**src/rtl/status_pkg.sv**
```systemverilog
// Shared constants and state encoding for the sticky-status clear controller.
package status_pkg;

    localparam int unsigned STATUS_W = 13;
    localparam int unsigned CLR_LAT  = 3;

    localparam int unsigned BIT_RX_OVF     = 0;
    localparam int unsigned BIT_TX_UNF     = 2;
    localparam int unsigned BIT_CRC_ERR    = 3;
    localparam int unsigned BIT_FRAME_ERR  = 5;
    localparam int unsigned BIT_PARITY_ERR = 6;
    localparam int unsigned BIT_TIMEOUT    = 9;
    localparam int unsigned BIT_FATAL      = 12;

    localparam logic [STATUS_W-1:0] STICKY_MASK = STATUS_W'(
        (1 << BIT_RX_OVF) | (1 << BIT_TX_UNF) | (1 << BIT_CRC_ERR) |
        (1 << BIT_FRAME_ERR) | (1 << BIT_PARITY_ERR) | (1 << BIT_TIMEOUT) |
        (1 << BIT_FATAL));

    typedef enum logic [1:0] {
        IDLE    = 2'd0,
        CAPTURE = 2'd1,
        HOLD    = 2'd2,
        ACK     = 2'd3
    } state_e;

endpackage

```
**src/rtl/rr_arbiter.sv**
```systemverilog
// Combinational round-robin pick; search starts one past the last grant.
module rr_arbiter #(
    parameter  int unsigned NREQ  = 2,
    localparam int unsigned IDX_W = (NREQ > 1) ? $clog2(NREQ) : 1
) (
    input  logic [NREQ-1:0]  req,
    input  logic [IDX_W-1:0] last_gnt,
    output logic [IDX_W-1:0] gnt_idx,
    output logic             any
);

    logic [IDX_W-1:0] cand;

    always_comb begin
        gnt_idx = '0;
        any     = 1'b0;
        cand    = '0;
        for (int unsigned i = 0; i < NREQ; i++) begin
            cand = IDX_W'((32'(last_gnt) + 32'd1 + i) % NREQ);
            if (!any && req[cand]) begin
                gnt_idx = cand;
                any     = 1'b1;
            end
        end
    end

endmodule

```
**src/rtl/status_clear_ctrl.sv**
```systemverilog
// Clear-on-read sequencer for the sticky status register: arbitrates requesters,
// snapshots sticky bits, drives the clear protocol and reports events lost meanwhile.
module status_clear_ctrl #(
    parameter  int unsigned            NREQ        = 2,
    parameter  int unsigned            STATUS_W    = status_pkg::STATUS_W,
    parameter  logic [STATUS_W-1:0]    STICKY_MASK = STATUS_W'(status_pkg::STICKY_MASK),
    parameter  int unsigned            CLR_LAT     = status_pkg::CLR_LAT,
    localparam int unsigned            IDX_W       = (NREQ > 1) ? $clog2(NREQ) : 1,
    localparam int unsigned            CNT_W       = (CLR_LAT > 1) ? $clog2(CLR_LAT) : 1
) (
    input  logic                clk,
    input  logic                rst,
    input  logic [NREQ-1:0]     req,
    output logic [NREQ-1:0]     ack,
    input  logic [STATUS_W-1:0] status_in,
    input  logic [STATUS_W-1:0] ev_in,
    input  logic [STATUS_W-1:0] irq_mask,
    output logic                clear,
    output logic [STATUS_W-1:0] snapshot,
    output logic [STATUS_W-1:0] missed,
    output logic                snap_valid,
    output logic                busy,
    output logic                irq
);
    import status_pkg::*;

    state_e              state_q, state_d;
    logic [IDX_W-1:0]    gnt_idx_q, gnt_idx_d;
    logic [IDX_W-1:0]    last_gnt_q, last_gnt_d;
    logic [CNT_W-1:0]    cnt_q, cnt_d;
    logic [STATUS_W-1:0] snapshot_q, snapshot_d;
    logic [STATUS_W-1:0] missed_q, missed_d;
    logic [NREQ-1:0]     ack_q, ack_d;
    logic                clear_q, clear_d;
    logic                snap_valid_q, snap_valid_d;
    logic                busy_q, busy_d;
    logic                irq_q, irq_d;

    logic [IDX_W-1:0]    arb_idx;
    logic                arb_any;

    rr_arbiter #(.NREQ(NREQ)) u_arb (
        .req      (req),
        .last_gnt (last_gnt_q),
        .gnt_idx  (arb_idx),
        .any      (arb_any)
    );

    always_comb begin
        state_d    = state_q;
        gnt_idx_d  = gnt_idx_q;
        last_gnt_d = last_gnt_q;
        cnt_d      = cnt_q;
        snapshot_d = snapshot_q;
        missed_d   = missed_q;

        case (state_q)
            IDLE: begin
                if (arb_any) begin
                    state_d    = CAPTURE;
                    gnt_idx_d  = arb_idx;
                    last_gnt_d = arb_idx;
                end
            end
            CAPTURE: begin
                state_d    = HOLD;
                cnt_d      = CNT_W'(CLR_LAT - 1);
                snapshot_d = status_in & STICKY_MASK;
                missed_d   = ev_in & STICKY_MASK;
            end
            HOLD: begin
                // Events here land while the register is still clearing, so they are lost.
                missed_d = missed_q | (ev_in & STICKY_MASK);
                if (cnt_q == '0) begin
                    state_d = ACK;
                end else begin
                    cnt_d = cnt_q - CNT_W'(1);
                end
            end
            ACK: begin
                state_d = IDLE;
            end
            default: begin
                state_d = IDLE;
            end
        endcase

        // Outputs are decoded from the next state so the flops line up with the state.
        clear_d      = (state_d == CAPTURE);
        busy_d       = (state_d != IDLE);
        snap_valid_d = (state_d == ACK);
        ack_d        = (state_d == ACK) ? (NREQ'(1) << gnt_idx_d) : '0;
        irq_d        = (state_d == IDLE) && (|(status_in & STICKY_MASK & irq_mask));
    end

    always_ff @(posedge clk) begin
        if (rst) begin
            state_q      <= IDLE;
            gnt_idx_q    <= '0;
            last_gnt_q   <= IDX_W'(NREQ - 1);
            cnt_q        <= '0;
            snapshot_q   <= '0;
            missed_q     <= '0;
            ack_q        <= '0;
            clear_q      <= 1'b0;
            snap_valid_q <= 1'b0;
            busy_q       <= 1'b0;
            irq_q        <= 1'b0;
        end else begin
            state_q      <= state_d;
            gnt_idx_q    <= gnt_idx_d;
            last_gnt_q   <= last_gnt_d;
            cnt_q        <= cnt_d;
            snapshot_q   <= snapshot_d;
            missed_q     <= missed_d;
            ack_q        <= ack_d;
            clear_q      <= clear_d;
            snap_valid_q <= snap_valid_d;
            busy_q       <= busy_d;
            irq_q        <= irq_d;
        end
    end

    assign ack        = ack_q;
    assign clear      = clear_q;
    assign snapshot   = snapshot_q;
    assign missed     = missed_q;
    assign snap_valid = snap_valid_q;
    assign busy       = busy_q;
    assign irq        = irq_q;

endmodule

```
**config.mk**
```make
export PLATFORM = sky130hd
export DESIGN_NAME = status_clear_ctrl
export DESIGN_NICKNAME = d
export VERILOG_FILES = /design/src/rtl/status_pkg.sv /design/src/rtl/rr_arbiter.sv /design/src/rtl/status_clear_ctrl.sv
export SDC_FILE = /design/constraint.sdc
export NUM_CORES = 1
export LEC_CHECK = 0
export ABC_AREA = 0
export CAP_MARGIN = 20
export CORE_AREA = 2 2 52 66
export CTS_CLUSTER_SIZE = 12
export DETAILED_ROUTE_END_ITERATION = 6
export DIE_AREA = 0 0 54 68
export GPL_TIMING_DRIVEN = 0
export HOLD_SLACK_MARGIN = 0.1
export PLACE_DENSITY = 0.82
export SYNTH_ARGS = -nofsm -noshare
export SYNTH_HDL_FRONTEND = slang
export SYNTH_HIERARCHICAL = 1
export SYNTH_SLANG_ARGS = --single-unit
```
**constraint.sdc**
```tcl
create_clock -name clk -period 3.45 [get_ports clk]
set_input_delay 0.69 -clock clk [delete_from_list [all_inputs] [get_ports clk]]
set_output_delay 0.69 -clock clk [all_outputs]
set_load 0.03 [all_outputs]
```
== After elaboration in Yosys (flattened, before gate mapping) ==
Index checks and enable logic that the tools add are counted.
Cells by class
  bitwise operators: 3
  mux-type cells: 16
  shifts and indexed selects: 1
  $lt $le $gt $ge: 2
  eq/ne operators: 6
  $add $sub $neg: 3
  reduce and logical (&&, ||, !) cells: 12
Operators with widths (count)
  13-bit one-hot mux with 2 select lines: 1
  13-bit bitwise AND: 1
  13-bit OR: 1
  13-bit OR reduction: 1
  1-bit two-way mux: 10
  2-bit one-hot mux with 4 select lines: 1
  2-bit == test, second input constant: 3
  2-bit logical NOT: 3
  2-bit two-way mux: 3
  2-bit by 1-bit == test with 1-bit output, second input constant: 2
  1-bit by 2-bit < comparator with 1-bit output, second input constant: 2
  2-bit one-hot mux with 2 select lines: 1
  2-bit AND reduction: 2
  2-bit nonzero test: 2
  1-bit adder, second input constant: 2
  1-bit logical AND: 2
  2-bit inequality test, second input constant: 1
  2-bit OR reduction: 1
  1-bit by 1-bit left shift with 2-bit output, first input constant: 1
  2-bit by 1-bit subtractor with 2-bit output, second input constant: 1
  1-bit logical NOT: 1
  1-bit inverter: 1
Storage, ports and cells
  register bits after elaboration: 32
  input bits: 43
  output and inout bits: 32
  logic and storage cells: 54

== Depth between registers and ports, before layout ==
  word-level depth: 12
  mapped depth: 6
  depth with buffers taken out: 5

== By module ==
Netlist, hierarchy kept.
By module, submodules not included
  status_clear_ctrl: area an instance 1087.3 um^2, cells each 111, times used 1, sequential area each 520.5 um^2
  rr_arbiter: area an instance 13.8 um^2, cells each 2, times used 1, sequential area each 0.0 um^2

== Least setup slack after synthesis ==
OpenSTA, ideal clock, no wires.
  kind: in2reg
  start: input req[0]
  end: register ack_q[1] (netlist: ack[1])
  setup time: 0.116 ns
  arrival: 1.461 ns
  path slack: 1.873 ns
  data required time: 3.334 ns
  cell stages on the path: 4
  path buffers: 0
  cells stage by stage: or2_1 -> and3_1 -> a21oi_1 -> and3b_1
On the way
  cells in the longest elaborated chain, start to end: 11
  elaborated cells on any way between the ends: 18
  classes of those cells: eq/ne: 1; shift: 1; mux: 12; bitwise: 1; reduce/logical: 3
RTL lines
  from (decl): RTL line status_clear_ctrl.sv:13  | input logic [NREQ-1:0] req,
  1-bit two-way mux (not written as such) (2 in a row): RTL line rr_arbiter.sv:20  | if (!any && req[cand]) begin
  1-bit two-way mux: RTL line rr_arbiter.sv:20
  1-bit logical NOT: RTL line rr_arbiter.sv:20
  1-bit logical AND: RTL line rr_arbiter.sv:20
  1-bit two-way mux: RTL line rr_arbiter.sv:20
  2-bit two-way mux: RTL line status_clear_ctrl.sv:59  | if (arb_any) begin
  2-bit one-hot mux with 4 select lines: RTL line status_clear_ctrl.sv:57  | case (state_q)
  2-bit == test: RTL line status_clear_ctrl.sv:92  | ack_d = (state_d == ACK) ? (NREQ'(1) << gnt_idx_d) : '0;
  1-bit inverter (no line)
  2-bit OR reduction (no line)
  to (signal assigned): RTL line status_clear_ctrl.sv:116  | ack_q <= ack_d;
  to (decl): RTL line status_clear_ctrl.sv:33  | logic [NREQ-1:0] ack_q, ack_d;
Several ways; a longest one is shown, not always the timed one. The select of a mux whose other input is x is not followed.
A chain may end at the register's enable or synchronous reset.

== Worst setup path in the final report ==
  start: register snapshot_q[5] (netlist: snapshot[5])
  end: output snapshot[5]
RTL lines
  from (decl): RTL line status_clear_ctrl.sv:31  | logic [STATUS_W-1:0] snapshot_q, snapshot_d;
  from (signal assigned): RTL line status_clear_ctrl.sv:114  | snapshot_q <= snapshot_d;
  to (decl): RTL line status_clear_ctrl.sv:19  | output logic [STATUS_W-1:0] snapshot,
No word-level cell between the ends.

==> flow_summary.ini <==
[synth]
syn_area_mm2 = 0.001101
synth_seq_cells = 26
avgSynthCellArea_um2 = 9.744
seq_area_frac_synth_pct = 47.27
ys_warn_count = 6
synth_cell_types = 30
synthCells = 113

[floorplanning]
die_width_um = 54
core.rowCount = 23
die_h_um = 68
dieArea_mm2 = 0.003672
ios = 75
start_util_pct = 35.43
fp.coreArea_mm2 = 0.003108

[worst_hold_path]
hold_start = last_gnt_q$_SDFFE_PP1P_
holdCritPathClass = reg2reg
whs_endpoint = last_gnt_q$_SDFFE_PP1P_
hold_depth = 1

[clocking]
clk_latency_ns = 0.27
cts_root_buf = clkbuf_8
path_clk_slew_ns = 0.09
cts_resized = 0
cts_buffers = 3
cts_tree = built
cts_setup_buffers = 0
clock-sinks = 26
clock_path_buffers = 2
htreeDepth = 1
hold_buffers = 0

[routing]
drtAntennaViolNets = 0
wirelength_um = 2557
drc = 0
viasPerCell = 4.565
dr.pass1.iters = 4
wl_per_cell_um = 12.23
vias = 954
drtIter0Drc = 33

[timing]
slew_viol_final = 0
fin_crit_ns = 1.990
clock.fmax_mhz = 502.5
setup_viol = 0
fin_setup_tns_ns = 0
finalCritPeriodShare_pct = 57.68
worst_clock_skew_ns = 0.005370
rsz0062_at_grt = false
hold_violations = 0

[grt]
grt_overflow = 0
antenna_found_initial = 0
grt_pass1_vias = 970
track_usage_pct = 14.93
grt_first_pass_wirelength_um = 3995
grt_max_degree = 16

[power_and_ir_drop]
p_int_w = 0.0008839
p_switching_w = 0.0005836
p_leak_nw = 0.7275
p_total_w = 0.001467
seqPwrFrac_pct = 31.1
pwr_density_cell_mw_per_mm2 = 863.0
clkPwrFrac_pct = 17.0
ir_drop_uv = 454.5
swShare_pct = 39.77
combPwrFrac_pct = 51.9

[critical_path]
endpoint_kind = output port
cp_max_fo = 2
arrival_ns = 1.30
rrSetupSlack_ns = 1.84
critPathKind = reg2out
reg2reg_from = state_q[0]$_SDFF_PP0_
r2r_cells = 5
path_buf_inv = 1
path_cells = clkdlybuf4s50_1
startpoint_type = register
crit_slowest_cell = clkdlybuf4s50_1
crit_required_ns = 2.76
critPathTopFamily = buffers and inverters
worstReg2RegEnd = missed[5]$_SDFFE_PP0P_
max_stage_delay_ns = 0.69

[job]
drv_cap = 0

[final_layout]
diodes = 0
nets = 221
drive_gt1_share_pct = 12.21
syn2layout_area_growth_pct = 54.43

[placement]
portBuffers = 44
place.gp.congestion = 0.7663
dpl.hpwl_um = 2055

[outcome]
status = completed
[power by group through the flow]
stage	clock network, W	registers (W)	logic [W]
2_1_floorplan	0	0.000617	0.000344
3_3_place_gp	0	0.000457	0.000742
3_5_place_dp	0	0.000464	0.000766
4_1_cts	0.000254	0.000457	0.000769
5_1_grt	0.000266	0.000468	0.000835
6_report	0.000249	0.000456	0.000762
[sequential cells by signal, indices dropped and copies added (netlist names)]
signal      cells
gnt_idx_q       1
cnt_q           2
clear           1
missed          7
snap_valid      1
snapshot        7
ack             2
state_q         2
last_gnt_q      1
busy            1
irq             1
[final cells by class]
type / count / area (um^2)
fillers: 285 / 1408
flip-flops and latches: 26 / 520.5
multi-input cells: 76 / 493.0
repair buffers: 44 / 440.4
plain buffers: 16 / 106.4
well taps: 37 / 46.29
clock buffers: 3 / 41.29
clock inverters: 1 / 30.03
inverters: 6 / 22.52
[routing by layer]
layer  vias to the layer above  part of all wire (%)  track usage [%]
met5                         -                     0                0
met4                         0                   2.6            8.125
met3                         7                   6.4            3.057
met2                        35                    52            26.83
met1                       437                    39            15.88
li1                        475                     -                -
[cell usage in the layout, fill, tap and decap left out, types with 2 or more instances in the layout]
master / count
a22oi_1: 9
and2_1: 2
clkdlybuf4s50_1: 44
ha_1: 5
and3_1: 3
conb_1: 12
buf_4: 12
a21oi_1: 3
clkbuf_1: 3
inv_1: 6
dfxtp_1: 26
nor2_1: 17
clkbuf_8: 3
nor2b_1: 2
mux2i_1: 7
[cell usage after synthesis]
cell type | count | area (um^2)
a211o_1 | 1 | 8.760
a211oi_2 | 1 | 12.51
a21boi_0 | 1 | 7.510
a21oi_1 | 3 | 15.01
a222oi_1 | 1 | 10.01
a22oi_1 | 9 | 67.56
a31oi_1 | 1 | 6.260
and2_1 | 2 | 12.51
and3_1 | 3 | 18.77
and3b_1 | 1 | 8.760
buf_2 | 1 | 5.000
buf_4 | 12 | 90.09
clkbuf_1 | 3 | 11.26
conb_1 | 1 | 3.750
dfxtp_1 | 26 | 520.5
ha_1 | 5 | 62.56
inv_1 | 6 | 22.52
mux2i_1 | 7 | 70.07
nand2_1 | 1 | 3.750
nand2b_1 | 1 | 6.260
nand3_1 | 1 | 5.000
nor2_1 | 17 | 63.81
nor2b_1 | 2 | 12.51
nor3b_2 | 1 | 12.51
nor4_1 | 1 | 6.260
o21a_1 | 1 | 7.510
o21ai_1 | 1 | 5.000
o21ai_2 | 1 | 8.760
o21ba_2 | 1 | 10.01
or2_1 | 1 | 6.260
[how the worst max path moves through the flow]
| stage | slack, ns | cells past startpoint | to | start |
|---|---|---|---|---|
| floorplan | 1.87 | 4 | ack[1]$_SDFF_PP0_ | req[0] |
| detailed placement | 1.38 | 5 | ack[1]$_SDFF_PP0_ | req[0] |
| global placement | 1.38 | 5 | ack[1]$_SDFF_PP0_ | req[0] |
| global route | 1.41 | 1 | missed[3] | missed[3]$_SDFFE_PP0P_ |
| finish | 1.46 | 1 | snapshot[5] | snapshot[5]$_SDFFE_PP0P_ |
| CTS | 1.44 | 1 | snapshot[5] | snapshot[5]$_SDFFE_PP0P_ |
[per-stage QoR]
| step | hold WS, ns | area, um^2 | setup WS [ns] | cells | util [%] |
|---|---|---|---|---|---|
| detailed placement | 0.4484 | 1629 | 1.379 | 205 | 52.42 |
| global placement | 0.4401 | 1629 | 1.379 | 205 | 52.42 |
| CTS | 0.4702 | 1700 | 1.444 | 209 | 54.71 |
| finish | 0.4777 | 1700 | 1.460 | 209 | 54.71 |
| global route | 0.4959 | 1700 | 1.410 | 209 | 54.71 |
| floorplan | 0.4296 | 1142 | 1.873 | 124 | - |
[kinds of logic after synthesis]
| kind of cell | Yosys count | synth area share [%] |
|---|---|---|
| simple gates | 31 | 14.20 |
| fa+ha+maj | 5 | 5.682 |
| mux | 7 | 6.364 |
| other cells | 1 | 0.3406 |
| compound gates | 21 | 14.43 |
| buf+inv | 22 | 11.70 |
| flops | 26 | 47.27 |
No activity file was read; power rests on OpenSTA's default activity.
